**src/rtl/blood_mon_pkg.sv**
```systemverilog
// Shared types and defaults for the blood level monitor.
// Holds the alarm FSM encoding, threshold defaults and sum width helper.
package blood_mon_pkg;

  typedef enum logic [2:0] {
    ST_FILL,
    ST_NORMAL,
    ST_PENDING,
    ST_ALARM,
    ST_RECOVER
  } state_e;

  localparam int          DEF_WIN_LOG2 = 2;
  localparam logic [7:0]  DEF_HIGH_TH  = 8'd100;
  localparam logic [7:0]  DEF_LOW_TH   = 8'd80;
  localparam int          DEF_HOLD_CNT = 3;

  // A sum of 2^w bytes never exceeds 8+w bits.
  function automatic int sum_w(input int win_log2);
    return 8 + win_log2;
  endfunction

endpackage

```
**src/rtl/blood_level_monitor_window.sv**
```systemverilog
// Moving-average window: shift register, running sum, fill counter.
// Ports: clk, rst, clear, sample_valid, abs_level -> avg_valid, avg_level, window_full.
module moving_avg_window
  import blood_mon_pkg::*;
#(
  parameter int WIN_LOG2 = DEF_WIN_LOG2
) (
  input  logic       clk,
  input  logic       rst,
  input  logic       clear,
  input  logic       sample_valid,
  input  logic [7:0] abs_level,
  output logic       avg_valid,
  output logic [7:0] avg_level,
  output logic       window_full
);

  localparam int N  = 1 << WIN_LOG2;
  localparam int SW = sum_w(WIN_LOG2);
  localparam int CW = WIN_LOG2 + 1;

  logic [N-1:0][7:0] win_q, win_d;
  logic [SW-1:0]     sum_q, sum_d;
  logic [CW-1:0]     fill_q, fill_d;
  logic              avg_valid_q;
  logic [7:0]        avg_q;
  logic              full_q;

  always_comb begin
    // Wraparound is safe: the true result is a sum of N bytes.
    sum_d  = sum_q + SW'(abs_level) - SW'(win_q[N-1]);
    win_d  = {win_q[N-2:0], abs_level};
    fill_d = (fill_q == CW'(N)) ? fill_q : fill_q + CW'(1);
  end

  always_ff @(posedge clk) begin
    if (rst || clear) begin
      win_q       <= '0;
      sum_q       <= '0;
      fill_q      <= '0;
      avg_valid_q <= 1'b0;
      avg_q       <= 8'd0;
      full_q      <= 1'b0;
    end else begin
      avg_valid_q <= 1'b0;
      if (sample_valid) begin
        win_q  <= win_d;
        sum_q  <= sum_d;
        fill_q <= fill_d;
        full_q <= (fill_d == CW'(N));
        if (fill_d == CW'(N)) begin
          avg_valid_q <= 1'b1;
          avg_q       <= sum_d[SW-1:WIN_LOG2];
        end
      end
    end
  end

  assign avg_valid   = avg_valid_q;
  assign avg_level   = avg_q;
  assign window_full = full_q;

endmodule

```
**src/rtl/blood_level_monitor.sv**
```systemverilog
// Blood level monitor: moving average plus debounced hysteresis alarm.
// Ports: clk, rst, clear, sample_valid, abs_level -> avg_valid, avg_level,
// window_full, alarm, peak_level. Macro BLOOD_MON_PEAK_EN enables peak_level.
module blood_level_monitor
  import blood_mon_pkg::*;
#(
  parameter int         WIN_LOG2 = DEF_WIN_LOG2,
  parameter logic [7:0] HIGH_TH  = DEF_HIGH_TH,
  parameter logic [7:0] LOW_TH   = DEF_LOW_TH,
  parameter int         HOLD_CNT = DEF_HOLD_CNT
) (
  input  logic       clk,
  input  logic       rst,
  input  logic       clear,
  input  logic       sample_valid,
  input  logic [7:0] abs_level,
  output logic       avg_valid,
  output logic [7:0] avg_level,
  output logic       window_full,
  output logic       alarm,
  output logic [7:0] peak_level
);

  localparam logic [3:0] HOLD = 4'(HOLD_CNT);

  state_e     state_q, state_d;
  logic [3:0] cnt_q, cnt_d;
  logic       alarm_q, alarm_d;
  logic       hi, lo;

  moving_avg_window #(
    .WIN_LOG2(WIN_LOG2)
  ) u_win (
    .clk         (clk),
    .rst         (rst),
    .clear       (clear),
    .sample_valid(sample_valid),
    .abs_level   (abs_level),
    .avg_valid   (avg_valid),
    .avg_level   (avg_level),
    .window_full (window_full)
  );

  assign hi = avg_level > HIGH_TH;
  assign lo = avg_level < LOW_TH;

  always_comb begin
    state_d = state_q;
    cnt_d   = cnt_q;
    if (avg_valid) begin
      unique case (state_q)
        ST_FILL: begin
          if (window_full) state_d = ST_NORMAL;
        end
        ST_NORMAL: begin
          if (hi) begin
            cnt_d   = (HOLD == 4'd1) ? 4'd0 : 4'd1;
            state_d = (HOLD == 4'd1) ? ST_ALARM : ST_PENDING;
          end
        end
        ST_PENDING: begin
          if (!hi) begin
            cnt_d   = 4'd0;
            state_d = ST_NORMAL;
          end else if (cnt_q + 4'd1 == HOLD) begin
            cnt_d   = 4'd0;
            state_d = ST_ALARM;
          end else begin
            cnt_d = cnt_q + 4'd1;
          end
        end
        ST_ALARM: begin
          if (lo) begin
            cnt_d   = (HOLD == 4'd1) ? 4'd0 : 4'd1;
            state_d = (HOLD == 4'd1) ? ST_NORMAL : ST_RECOVER;
          end
        end
        ST_RECOVER: begin
          if (!lo) begin
            cnt_d   = 4'd0;
            state_d = ST_ALARM;
          end else if (cnt_q + 4'd1 == HOLD) begin
            cnt_d   = 4'd0;
            state_d = ST_NORMAL;
          end else begin
            cnt_d = cnt_q + 4'd1;
          end
        end
        default: begin
          cnt_d   = 4'd0;
          state_d = ST_FILL;
        end
      endcase
    end
    // Registered from next state so alarm tracks the state glitch-free.
    alarm_d = (state_d == ST_ALARM) || (state_d == ST_RECOVER);
  end

  always_ff @(posedge clk) begin
    if (rst || clear) begin
      state_q <= ST_FILL;
      cnt_q   <= 4'd0;
      alarm_q <= 1'b0;
    end else begin
      state_q <= state_d;
      cnt_q   <= cnt_d;
      alarm_q <= alarm_d;
    end
  end

  assign alarm = alarm_q;

`ifdef BLOOD_MON_PEAK_EN
  logic [7:0] peak_q;

  always_ff @(posedge clk) begin
    if (rst || clear) begin
      peak_q <= 8'd0;
    end else if (sample_valid && abs_level > peak_q) begin
      peak_q <= abs_level;
    end
  end

  assign peak_level = peak_q;
`else
  assign peak_level = 8'd0;
`endif

endmodule
```
**config.mk**
```make
export PLATFORM = sky130hd
export DESIGN_NAME = blood_level_monitor
export DESIGN_NICKNAME = d
export VERILOG_FILES = /design/src/rtl/blood_mon_pkg.sv /design/src/rtl/blood_level_monitor_window.sv /design/src/rtl/blood_level_monitor.sv
export SDC_FILE = /design/constraint.sdc
export NUM_CORES = 1
export LEC_CHECK = 0
export BUFFER_PORTS_ARGS = -buffer_cell sky130_fd_sc_hd__buf_2
export CORE_ASPECT_RATIO = 0.5
export CORE_MARGIN = 2
export CORE_UTILIZATION = 40
export CTS_BUF_LIST = sky130_fd_sc_hd__clkbuf_4 sky130_fd_sc_hd__clkbuf_8 sky130_fd_sc_hd__clkbuf_16
export DETAILED_ROUTE_END_ITERATION = 16
export GPL_TIMING_DRIVEN = 0
export PLACE_DENSITY = 0.59
export SETUP_SLACK_MARGIN = 0.4
export SYNTH_ARGS = -nofsm -noshare
export SYNTH_HDL_FRONTEND = slang
export SYNTH_HIERARCHICAL = 1
export SYNTH_SLANG_ARGS = --single-unit
```
**constraint.sdc**
```tcl
create_clock -name clk -period 2.47 [get_ports clk]
set_input_delay 0.1235 -clock clk [delete_from_list [all_inputs] [get_ports clk]]
set_output_delay 0.1235 -clock clk [all_outputs]
set_load 0.05 [all_outputs]
```
==> metrics.yaml, run 1 <==
outcome:
  outcome: "completed"
sta:
  finalSetupViolations: 0
  max_freq_mhz: 428
  postLayoutSetupSlackWorst_ns: 0.135
  maxSlewHeadroom: 0.526
  clock_skew_ns: 0.00441
  grt_setup_unrepaired: "yes"
  fin_crit_ns: 2.34
  period_share: 0.945
  worst_pin_slew_ns: 0.711
  final.setup.tns_ns: 0
  hold_viol: 0
  slew_violations: 0
grt:
  met2_usage: 0.255
  grt_pass1_wl_um: 12900
  grt_max_degree: 11
  grt_usage: 0.176
  grt_use_met1: 0.243
  antenna_found_initial: 0
  gr-total-overflow: 0
  grtUsageMet3: 0.0556
  busiest_layer: "met2"
  grt_pass1_vias: 2588
clocking:
  cts_buffer_depth: 2
  path_clk_slew_ns: 0.05
  htreeDepth: 3
  numClockSinks: 63
  cts_tree: "yes"
  cts-root-buf: "clkbuf_16"
  worstSkewPairLatency_ns: 0.33
  cts_made_buffers: 9
  cts_hold_buf: 0
floorplan:
  fp.dieW_um: 136
  boundaryPins: 31
  start_util: 0.422
  rows: 23
  die_area_um2: 9450
  coreArea_um2: 8200
  die_height_um: 69.8
critical_path:
  cp.arrival_ns: 2.54
  path_depth: 10
  r2r_cells: 10
  start_kind: "register"
  critPathLaunch: "u_win/sum_q[1]$_SDFFE_PP0P_"
  path_class: "reg2reg"
  worstPathMaxFanout: 5
  cp_num_buf_inv: 3
  required_ns: 2.68
  critPathCapture: "u_win/avg_level[6]$_SDFFE_PP0P_"
  worstSetupEndpointType: "register"
  max_stage_delay_ns: 0.46
  path_cells: "inv_2 -> fa_1 -> buf_4 -> buf_6 -> fa_2 -> nor2b_2 -> o21ai_2 -> a21boi_2 -> o21a_1 -> o211ai_1"
  r2r_end: "u_win/avg_level[6]$_SDFFE_PP0P_"
  reg2reg_from: "u_win/sum_q[1]$_SDFFE_PP0P_"
  crit_slowest_cell: "fa_1"
  crit_family: "adder cells"
  r2r_slack_ns: 0.13
yosys:
  ys_types: 59
  synth_ff_type: "dfxtp_1"
  yosys_warnings: 6
  ys_seq_area_frac: 0.365
  ys_seq_elements: 63
  syn_inst: 396
  ys_async_sr_fraction: 0
  syn-cell-area_um2: 3460
  syn_area_per_cell_um2: 8.74
  synth-edff-count: 0
cells_and_area:
  utilization: 0.520
  final_common_cell: "dfxtp_1"
  final_cell_mix: "59 x dfxtp_1, 49 x nor2_1, 43 x inv_1"
  num_antenna_cells: 0
  final_cells: 559
  multi_input_area_um2: 2130
  drive_gt1_frac: 0.226
  area_growth_pct: 23.2
  regArea_um2: 1270
  fillerInstances: 794
  nets: 477
drt:
  vias_per_cell: 5.04
  wl_per_cell_um: 13.6
  dr.pass1.iters: 6
  drt-total-wl_um: 7620
  ant_nets: 0
  drt_iter0_drc: 128
  via_count: 2817
  drc_errors: 0
placed_design:
  pre_cts_ws_ns: -0.0213
  io_buffers: 22
  place.gp.congestion: 0.773
  dp_hpwl_um: 5480
  placed_cells: 537
power_and_ir_drop:
  p_leak_nw: 1.74
  power_density_nw_per_um2: 648
  irDropWorstVdd_uv: 429
min_path:
  worstHoldPathType: "in2reg"
flow_run:
  drv_cap: 0
## synth_stat cells, drive strengths merged, types with 6 or more instances
library cell   n  area (um^2)
a21oi         21          113
a31oi          6         37.5
buf           16         97.6
clkbuf         6         22.5
dfxtp         63         1260
fa             8          160
ha            14          175
inv           44          165
mux2i         37          370
nand2         20         75.1
nand3         12         60.1
nor2          49          184
nor3           7         40.0
o21ai         15         78.8
## sequential cells by signal, summed over array words and instances, names as in the netlist
register / cells
alarm: 1
cnt_q: 4
state_q: 3
u_win/avg_level: 8
u_win/avg_valid: 1
u_win/fill_q: 3
u_win/sum_q: 10
u_win/win_d: 24
u_win/win_q: 8
u_win/window_full: 1
## power by group
group          leakage [nW]  switching (mW)  internal, mW
combinational          1.09           0.318         0.263
clock                 0.135           0.431         0.704
sequential            0.511         0.00989          1.04
## final cells by class
class	instances	area share
inverters	44	0.0388
clock buffers	11	0.0578
clock inverters	4	0.00528
flip-flops and latches	63	0.297
repair buffers	29	0.0390
multi-input cells	274	0.501
well taps	112	0.0329
plain buffers	22	0.0282
## what timing repair did
action,4_1_cts,5_1_grt
buffers inserted,4,3
endpoints found under the setup margin,14,17
resized for setup,21,14
pin swaps,10,10
endpoints found under the hold margin,0,0
## worst min path at each step
stage               cells past startpoint         start                           end  slack [ns]
global route                            3  abs_level[6]  u_win/win_d[14]$_SDFFE_PP0P_        0.05
floorplan                               2  abs_level[2]  u_win/win_d[10]$_SDFFE_PP0P_        0.27
global placement                        3  abs_level[2]  u_win/win_d[10]$_SDFFE_PP0P_        0.38
detailed placement                      3  abs_level[2]  u_win/win_d[10]$_SDFFE_PP0P_        0.39
CTS                                     3  abs_level[2]  u_win/win_d[10]$_SDFFE_PP0P_        0.03
finish                                  3  abs_level[2]  u_win/win_d[10]$_SDFFE_PP0P_        0.05
## kinds of logic (layout without fill, tap and decap cells)
kind of cell,count (synthesis),in the layout,share of synthesized area
multiplexers,37,37,0.107
AND/OR/NAND/NOR,126,126,0.185
XOR/XNOR,4,4,0.0101
flip-flops,63,63,0.365
other,1,8,0.00108
adder cells (fa/ha/maj),22,22,0.0969
AO/OA/AOI/OAI,77,77,0.153
buffers and inverters,66,110,0.0825
## worst reg2reg max path, delay by kind of cell, from the launching register on
family,cells,cell delay [ns]
AO/OA/AOI/OAI,4,0.59
adder cells (fa/ha/maj),2,0.85
buffers and inverters,3,0.30
flip-flops,1,0.33
AND/OR/NAND/NOR,1,0.13
## per-stage QoR
step                      hold slack, ns  total power [mW]  cell area, um^2
after floorplan                    0.271              1.41             3510
after global placement             0.381              1.50             3760
after detailed placement           0.390              1.51             3760
after CTS                         0.0331              2.74             4160
after global routing              0.0547              2.91             4260
final                             0.0470              2.76             4260
## layer usage
layer	part of all wire	up-vias
met5	0	-
met2	0.41	67
met4	0.015	0
li1	-	1439
met1	0.52	1302
met3	0.054	9
Note: power is estimated with default switching activity, not from simulation.
==> inputs of run 2 (changes only) <==
--- a/config.mk
+++ b/config.mk
@@ -6,7 +6,7 @@
 export NUM_CORES = 1
 export LEC_CHECK = 0
 export BUFFER_PORTS_ARGS = -buffer_cell sky130_fd_sc_hd__buf_2
-export CORE_ASPECT_RATIO = 0.5
+export CORE_ASPECT_RATIO = 0.8
 export CORE_MARGIN = 2
 export CORE_UTILIZATION = 40
 export CTS_BUF_LIST = sky130_fd_sc_hd__clkbuf_4 sky130_fd_sc_hd__clkbuf_8 sky130_fd_sc_hd__clkbuf_16
@@ -16,5 +16,5 @@
 export SETUP_SLACK_MARGIN = 0.4
 export SYNTH_ARGS = -nofsm -noshare
 export SYNTH_HDL_FRONTEND = slang
-export SYNTH_HIERARCHICAL = 1
 export SYNTH_SLANG_ARGS = --single-unit
+export TNS_END_PERCENT = 50
==> run 2 against run 1 <==
  * Die area decreased by 1.6%
  * Synthesized cell count shrank 3.8%
  * Count of clock-buffer cells in the layout fell by 2
  * Register-to-register slack lost 0.12 ns
  * Global-route usage down 0.38 points
  * Setup slack got worse by 0.12 ns
  * Critical endpoint is now u_win.sum_q[7]$_SDFFE_PP0P_
  * Non-clock buffer count is 2 lower
==> metrics.yaml, run 2 <==
yosys:
  ys_seq_area_frac: 0.369  # +0.00467
  synth.most_common_cell: "dfxtp_1"
  ys_seq_elements: 63  # unchanged
  syn_inst: 381  # -3.8%
  netlist.area_leader.share: 0.369  # +0.00467
  syn-cell-area_um2: 3420  # -1.3%
  yosys_warnings: 0  # -6
  syn_area_per_cell_um2: 8.97  # +2.6%
  synth_common_cells: "63 x dfxtp_1, 59 x nor2_1, 43 x mux2i_1, 41 x inv_1, 15 x nand2_1"
  ys_async_sr_fraction: 0  # unchanged
  ys_types: 64  # +8.5%
  synth_ff_type: "dfxtp_1"
  yosys.area.top_type: "dfxtp_1"
  netlist_top_cells_area: "dfxtp_1 37%, mux2i_1 13%, nor2_1 6.5%"
  synth-edff-count: 0  # unchanged
grt:
  antenna_found_initial: 0  # unchanged
  grt_max_degree: 14  # +3
  grt_pass1_vias: 2466  # -4.7%
  grt_pass1_wl_um: 12300  # -4.7%
  grt_usage: 0.172  # -0.00377
  gr-total-overflow: 0  # unchanged
min_path:
  worstHoldEndpoint: "u_win.win_d[15]$_SDFFE_PP0P_"
  worstHoldStart: "abs_level[7]"
  worstHoldPathType: "in2reg"
  hold-path-cell-count: 3  # unchanged
critical_path:
  start_kind: "register"
  r2r_cells: 10  # unchanged
  cp.arrival_ns: 2.70  # +0.16 ns
  reg2reg_from: "u_win.sum_q[1]$_SDFFE_PP0P_"
  worstSetupEndpointType: "register"
  r2r_slack_ns: 0.02  # -0.12 ns
  required_ns: 2.72  # +0.04 ns
  r2r_end: "u_win.sum_q[7]$_SDFFE_PP0P_"
  path_class: "reg2reg"
  worstPathMaxFanout: 4  # -1
placed_design:
  io_buffers: 21  # -4.5%
  dp_hpwl_um: 5580  # +1.8%
  place.gp.congestion: 0.812  # +5.0%
  placed_area_um2: 3770  # +0.43%
drt:
  ant_nets: 0  # unchanged
  drt-total-wl_um: 7600  # -0.25%
  wl_per_cell_um: 14.1  # +3.5%
  dr.pass1.iters: 4  # -2
  drt_iter0_drc: 95  # -26%
  drc_errors: 0  # unchanged
  vias_per_cell: 5.08  # +0.73%
  via_count: 2736  # -2.9%
clocking:
  cts_buffer_depth: 2  # unchanged
  cts_made_buffers: 9  # unchanged
  cts_hold_buf: 0  # unchanged
  cts-root-buf: "clkbuf_8"
  cts_tree: "yes"
  worstSkewPairLatency_ns: 0.34  # about the same
  htreeDepth: 3  # unchanged
  numClockSinks: 63  # unchanged
  path_clk_slew_ns: 0.08  # +0.03 ns
sta:
  hold_viol: 0  # unchanged
  slew_violations: 0  # unchanged
  max_freq_mhz: 408  # -4.7%
  maxSlewHeadroom: 0.478  # -0.0482
  clock_skew_ns: 0.0109  # +0.00649 ns
  fin_crit_ns: 2.45  # +0.116 ns
  finalSetupViolations: 0  # unchanged
  period_share: 0.992  # +0.0469
  worst_pin_slew_ns: 0.784  # +0.0723 ns
  grt_setup_unrepaired: "yes"
floorplan:
  rows: 30  # +30%
  fp.dieW_um: 107  # -21%
  boundaryPins: 31  # unchanged
  die_area_um2: 9300  # -1.6%
  die_height_um: 86.7  # +24%
  start_util: 0.408  # -0.0137
  coreArea_um2: 8370  # +2.1%
power_and_ir_drop:
  p_leak_nw: 1.71  # -1.6%
  internal_power_mw: 1.62  # -19%
  total_power_mw: 2.35  # -15%
  power_density_nw_per_um2: 579  # -11%
  sw_frac_of_total: 0.310  # +0.0359
  power.share.clock: 0.346  # -0.065
  power_frac_comb: 0.210  # about the same
  seqPwrFrac: 0.444  # +0.065
  irDropWorstVdd_uv: 304  # -29%
  p_sw_mw: 0.730  # -3.8%
cells_and_area:
  nets: 456  # -4.4%
  num_antenna_cells: 0  # unchanged
  final_area_um2: 4060  # -4.7%
  final_cell_mix: "59 x nor2_1, 56 x dfxtp_1, 43 x mux2i_1"
  largest_register_ffs: 24  # unchanged
  area_growth_pct: 18.9
  drive_gt1_frac: 0.227  # +0.00122
  final_common_cell: "nor2_1"
outcome:
  outcome: "completed"
flow_run:
  drv_cap: 0  # unchanged
[run 2: cell types whose count changed in the layout (fill, tap and decap cells not counted), moves of 5 or more]
cell / change
nor2_1: +10
clkbuf_16: -9
o21ai_0: -5
clkbuf_1: +5
inv_1: -7
inv_2: +5
a21oi_1: -6
clkbuf_8: +8
mux2i_1: +6
[run 2: worst max-delay path: stages (launching register included)]
cell and delay (ns):
dfxtp_2 0.33, inv_2 0.04, fa_1 0.56, inv_2 0.06
ha_4 0.26, a211oi_2 0.08, o21bai_1 0.17, a21oi_2 0.09
o21ba_4 0.21, or4b_1 0.47, o311ai_1 0.09
[run 2: logic make-up (layout without fill, tap and decap cells)]
group,count (synthesis),in the layout,share of synthesized area
other,1,8,0.00110
AND/OR/NAND/NOR,118,118,0.168
adder cells (fa/ha/maj),22,22,0.0982
AO/OA/AOI/OAI,60,60,0.137
buffers and inverters,68,107,0.0857
XOR/XNOR,6,6,0.0154
flip-flops,63,63,0.369
multiplexers,43,43,0.126
[run 2: area by class of cell]
type                            instances  area [um^2]
Buffer                                 26          139
Clock buffer                            9          124
Clock inverter                          7         55.1
Fill cell                             823         4310
Inverter                               42          158
Multi-Input combinational cell        257         2050
Sequential cell                        63         1270
Tap cell                              112          140
Timing Repair Buffer                   23          120
[run 2: what timing repair did]
action                     CTS  global route
pin swaps                   11             3
gates resized for setup     11            17
buffers inserted             2             0
setup endpoints to repair   13            16
[run 2: routing by layer]
layer / share of wire / wire (um) / global-route usage / vias up
met5: 0 / 0 / 0 / -
met2: 0.43 / 3290 / 0.254 / 52
met4: 0.011 / 85 / 0.0567 / 0
met1: 0.51 / 3910 / 0.250 / 1306
li1: - / - / - / 1371
met3: 0.042 / 318 / 0.0361 / 7
[run 2: how the worst max path moves through the flow]
stage          slack, ns                   startpoint  depth (start not counted)                          end
2_1_floorplan       0.17  u_win.sum_q[1]$_SDFFE_PP0P_                         10  u_win.sum_q[7]$_SDFFE_PP0P_
5_1_grt            -0.08  u_win.sum_q[1]$_SDFFE_PP0P_                         10  u_win.sum_q[7]$_SDFFE_PP0P_
4_1_cts             0.02  u_win.sum_q[1]$_SDFFE_PP0P_                         10  u_win.sum_q[7]$_SDFFE_PP0P_
6_report            0.02  u_win.sum_q[1]$_SDFFE_PP0P_                         10  u_win.sum_q[7]$_SDFFE_PP0P_
3_5_place_dp        0.03  u_win.sum_q[7]$_SDFFE_PP0P_                         10  u_win.sum_q[9]$_SDFFE_PP0P_
3_3_place_gp        0.05  u_win.sum_q[7]$_SDFFE_PP0P_                         11  u_win.sum_q[9]$_SDFFE_PP0P_
[run 2: through the flow]
stage	setup WS, ns	std cells	setup TNS [ns]	util	hold WS [ns]
3_5_place_dp	0.0262	521	0	0.451	0.396
5_1_grt	-0.0813	539	-0.289	0.485	0.0506
4_1_cts	0.0155	539	0	0.478	0.0295
3_3_place_gp	0.0483	521	0	0.451	0.381
6_report	0.0192	539	0	0.485	0.0334
2_1_floorplan	0.172	388	0	-	0.271
[run 2: power groups by stage]
stage / clock (mW) / combinational (mW) / sequential, mW
detailed placement: 0 / 0.453 / 1.07
global route: 0.877 / 0.550 / 1.05
finish: 0.813 / 0.494 / 1.05
CTS: 0.834 / 0.485 / 1.04
floorplan: 0 / 0.361 / 1.07
global placement: 0 / 0.443 / 1.07
==> inputs of run 3 (changes only) <==
--- a/config.mk
+++ b/config.mk
@@ -5,12 +5,14 @@
 export SDC_FILE = /design/constraint.sdc
 export NUM_CORES = 1
 export LEC_CHECK = 0
+export ABC_AREA = 1
 export BUFFER_PORTS_ARGS = -buffer_cell sky130_fd_sc_hd__buf_2
 export CORE_ASPECT_RATIO = 0.8
 export CORE_MARGIN = 2
 export CORE_UTILIZATION = 40
 export CTS_BUF_LIST = sky130_fd_sc_hd__clkbuf_4 sky130_fd_sc_hd__clkbuf_8 sky130_fd_sc_hd__clkbuf_16
 export DETAILED_ROUTE_END_ITERATION = 16
+export GPL_ROUTABILITY_DRIVEN = 0
 export GPL_TIMING_DRIVEN = 0
 export PLACE_DENSITY = 0.59
 export SETUP_SLACK_MARGIN = 0.4
==> run 3 against run 2 <==
  * Die area fell by 3.6%
  * Worst hold slack got worse by 0.0021 ns
  * Non-clock buffer count rose by 5
  * Sequential cell count did not move
  * Design area rose by 0.31%
  * Core utilization rose by 2.7 points
  * Maximum frequency rose by 10%
  * Setup slack improved by 0.23 ns
  * Final cell count rose by 8.9%
  * Synthesized area fell by 3.7%
==> metrics.yaml, run 3 <==
outcome:
  outcome: "completed"
floorplan:
  die_height_um: 85.1  # -1.8%
  start_util: 0.414  # +0.00572
  coreArea_um2: 7950  # -5.1%
  boundaryPins: 31  # unchanged
  fp.dieW_um: 105  # -1.8%
  die_area_um2: 8970  # -3.6%
  rows: 29  # -3.3%
critical_path:
  cp.arrival_ns: 2.46  # -0.24 ns
  start_kind: "register"
  worstSetupEndpointType: "register"
  worstPathMaxFanout: 2  # -2
  required_ns: 2.71  # about the same
  critPathLaunch: "u_win.sum_q[1]$_SDFFE_PP0P_"
  path_class: "reg2reg"
  reg2reg_from: "u_win.sum_q[1]$_SDFFE_PP0P_"
yosys:
  ys_types: 39  # -39%
  yosys_warnings: 0  # unchanged
  netlist_top_cells_area: "dfxtp_1 38%, inv_1 9.9%, nand2_1 7.5%"
  synth_ff_type: "dfxtp_1"
  yosys.area.top_type: "dfxtp_1"
  synth_common_cells: "87 x inv_1, 66 x nand2_1, 63 x dfxtp_1, 30 x o22ai_1, 19 x nand3_1"
  ys_seq_area_frac: 0.384  # +0.0143
  syn_area_per_cell_um2: 7.81  # -13%
  ys_seq_elements: 63  # unchanged
  synth.most_common_cell: "inv_1"
  syn-cell-area_um2: 3290  # -3.7%
  synth-edff-count: 0  # unchanged
  syn_inst: 421  # +10%
  ys_async_sr_fraction: 0  # unchanged
  netlist.area_leader.share: 0.384  # +0.0143
cells_and_area:
  final_common_cell: "inv_1"
  area_growth_pct: 23.9
  fillerInstances: 793  # -3.6%
  final_cell_mix: "78 x inv_1, 59 x nand2_1, 56 x dfxtp_1"
  largest_register_ffs: 24  # unchanged
  nets: 508  # +11%
  drive_gt1_frac: 0.311  # +0.0839
  num_antenna_cells: 0  # unchanged
placed_design:
  io_buffers: 22  # +4.8%
  dp_hpwl_um: 5240  # -6.1%
clocking:
  cts-root-buf: "clkbuf_8"
  cts_made_buffers: 9  # unchanged
  cts_buffer_depth: 2  # unchanged
  numClockSinks: 63  # unchanged
  cts_tree: "yes"
  path_clk_slew_ns: 0.07  # about the same
  worstSkewPairLatency_ns: 0.34  # about the same
  cts_hold_buf: 0  # unchanged
  htreeDepth: 3  # unchanged
power_and_ir_drop:
  internal_power_mw: 1.69  # +4.5%
  power_density_nw_per_um2: 595  # +2.8%
  p_leak_nw: 1.73  # +1.3%
  p_sw_mw: 0.730  # about the same
  power.share.clock: 0.334  # -0.012
  sw_frac_of_total: 0.301  # -0.00926
  seqPwrFrac: 0.430  # -0.014
  irDropWorstVdd_uv: 297  # -2.4%
  power_frac_comb: 0.235  # +0.025
drt:
  vias_per_cell: 4.67  # -8.0%
  wl_per_cell_um: 12.3  # -12%
  via_count: 2740  # +0.15%
  drt_iter0_drc: 104  # +9.5%
  dr.pass1.iters: 4  # unchanged
  ant_nets: 0  # unchanged
  drt-total-wl_um: 7250  # -4.6%
  drc_errors: 0  # unchanged
sta:
  finalSetupViolations: 0  # unchanged
  maxSlewHeadroom: 0.587  # +0.109
  grt_setup_unrepaired: "yes"
  fin_crit_ns: 2.22  # -0.227 ns
  worst_pin_slew_ns: 0.620  # -0.164 ns
  slew_violations: 0  # unchanged
  hold_viol: 0  # unchanged
  max_freq_mhz: 450  # +10%
  fin_hold_ws_ns: 0.0313  # -0.00211 ns
  period_share: 0.900  # -0.0919
  clock_skew_ns: 0.00624  # -0.00465 ns
  final.setup.tns_ns: 0  # unchanged
grt:
  grt_max_degree: 12  # -2
  gr-total-overflow: 0  # unchanged
  grt_usage: 0.174  # +0.00233
  grt_pass1_wl_um: 12200  # -1.0%
  antenna_found_initial: 0  # unchanged
  grt_pass1_vias: 2569  # +4.2%
min_path:
  worstHoldStart: "abs_level[0]"
  worstHoldPathType: "in2reg"
flow_run:
  drv_cap: 0  # unchanged
run 3: cell type report:
type | count | area [um^2] | area share
tap | 108 | 135 | 0.0332
multi-input combinational | 247 | 1790 | 0.439
buffer | 19 | 113 | 0.0276
clock buffer | 11 | 151 | 0.0372
timing repair buffer | 35 | 211 | 0.0519
inverter | 99 | 373 | 0.0916
clock inverter | 5 | 32.5 | 0.00799
sequential | 63 | 1270 | 0.312
run 3: worst paths after layout:
kind	endpoint	slack [ns]	cells after the start
worst max-delay path	u_win.avg_level[4]$_SDFFE_PP0P_	0.25	11
worst min-delay path	u_win.win_d[8]$_SDFFE_PP0P_	0.03	3
worst max register to register	u_win.avg_level[4]$_SDFFE_PP0P_	0.25	11
worst min register to register	u_win.win_d[17]$_SDFFE_PP0P_	0.47	2
run 3: metrics by stage:
stage / total power, mW / util / setup slack (ns) / instance area (um^2) / instances
after detailed placement: 1.45 / 0.450 / 0.106 / 3580 / 558
after CTS: 2.32 / 0.490 / 0.181 / 3890 / 579
after global placement: 1.45 / 0.450 / 0.119 / 3580 / 558
after floorplan: 1.37 / - / 0.371 / 3330 / 428
after global routing: 2.57 / 0.513 / 0.0997 / 4070 / 587
final: 2.43 / 0.513 / 0.246 / 4070 / 587
run 3: cells by family (layout without fill, tap and decap cells):
| group | after synthesis | in the layout | synth area share |
|---|---|---|---|
| fa+ha+maj | 22 | 22 | 0.102 |
| simple gates | 129 | 129 | 0.197 |
| other cells | 1 | 8 | 0.00114 |
| xor+xnor | 9 | 9 | 0.0240 |
| buf+inv | 118 | 169 | 0.148 |
| flops | 63 | 63 | 0.384 |
| compound gates | 79 | 79 | 0.145 |
run 3: power groups by stage:
stage               registers (mW)  logic [mW]  clock network, mW
floorplan                     1.06       0.306                  0
global placement              1.06       0.384                  0
detailed placement            1.06       0.387                  0
CTS                           1.04       0.451              0.830
global route                  1.05       0.632              0.889
finish                        1.04       0.570              0.811
run 3: layer usage:
layer | vias up | share of wire | track usage
met4 | 0 | 0.013 | 0.0509
met2 | 28 | 0.43 | 0.270
met3 | 11 | 0.031 | 0.0492
li1 | 1418 | - | -
met1 | 1283 | 0.52 | 0.239
met5 | - | 0 | 0
run 3: repair_timing:
item                                    CTS  global route
endpoints found under the setup margin   11            14
pin swaps                                16            27
buffers inserted                          5             8
gates resized for setup                  18            35
run 3: worst max-delay path, stage by stage (launching register included):
cell	delay, ns
dfxtp_2	0.32
inv_2	0.05
fa_2	0.46
fa_2	0.41
nand3b_1	0.18
nand2_2	0.10
a21oi_2	0.06
o21ai_2	0.16
xor2_2	0.20
nand2_1	0.08
nand2_1	0.06
inv_1	0.03
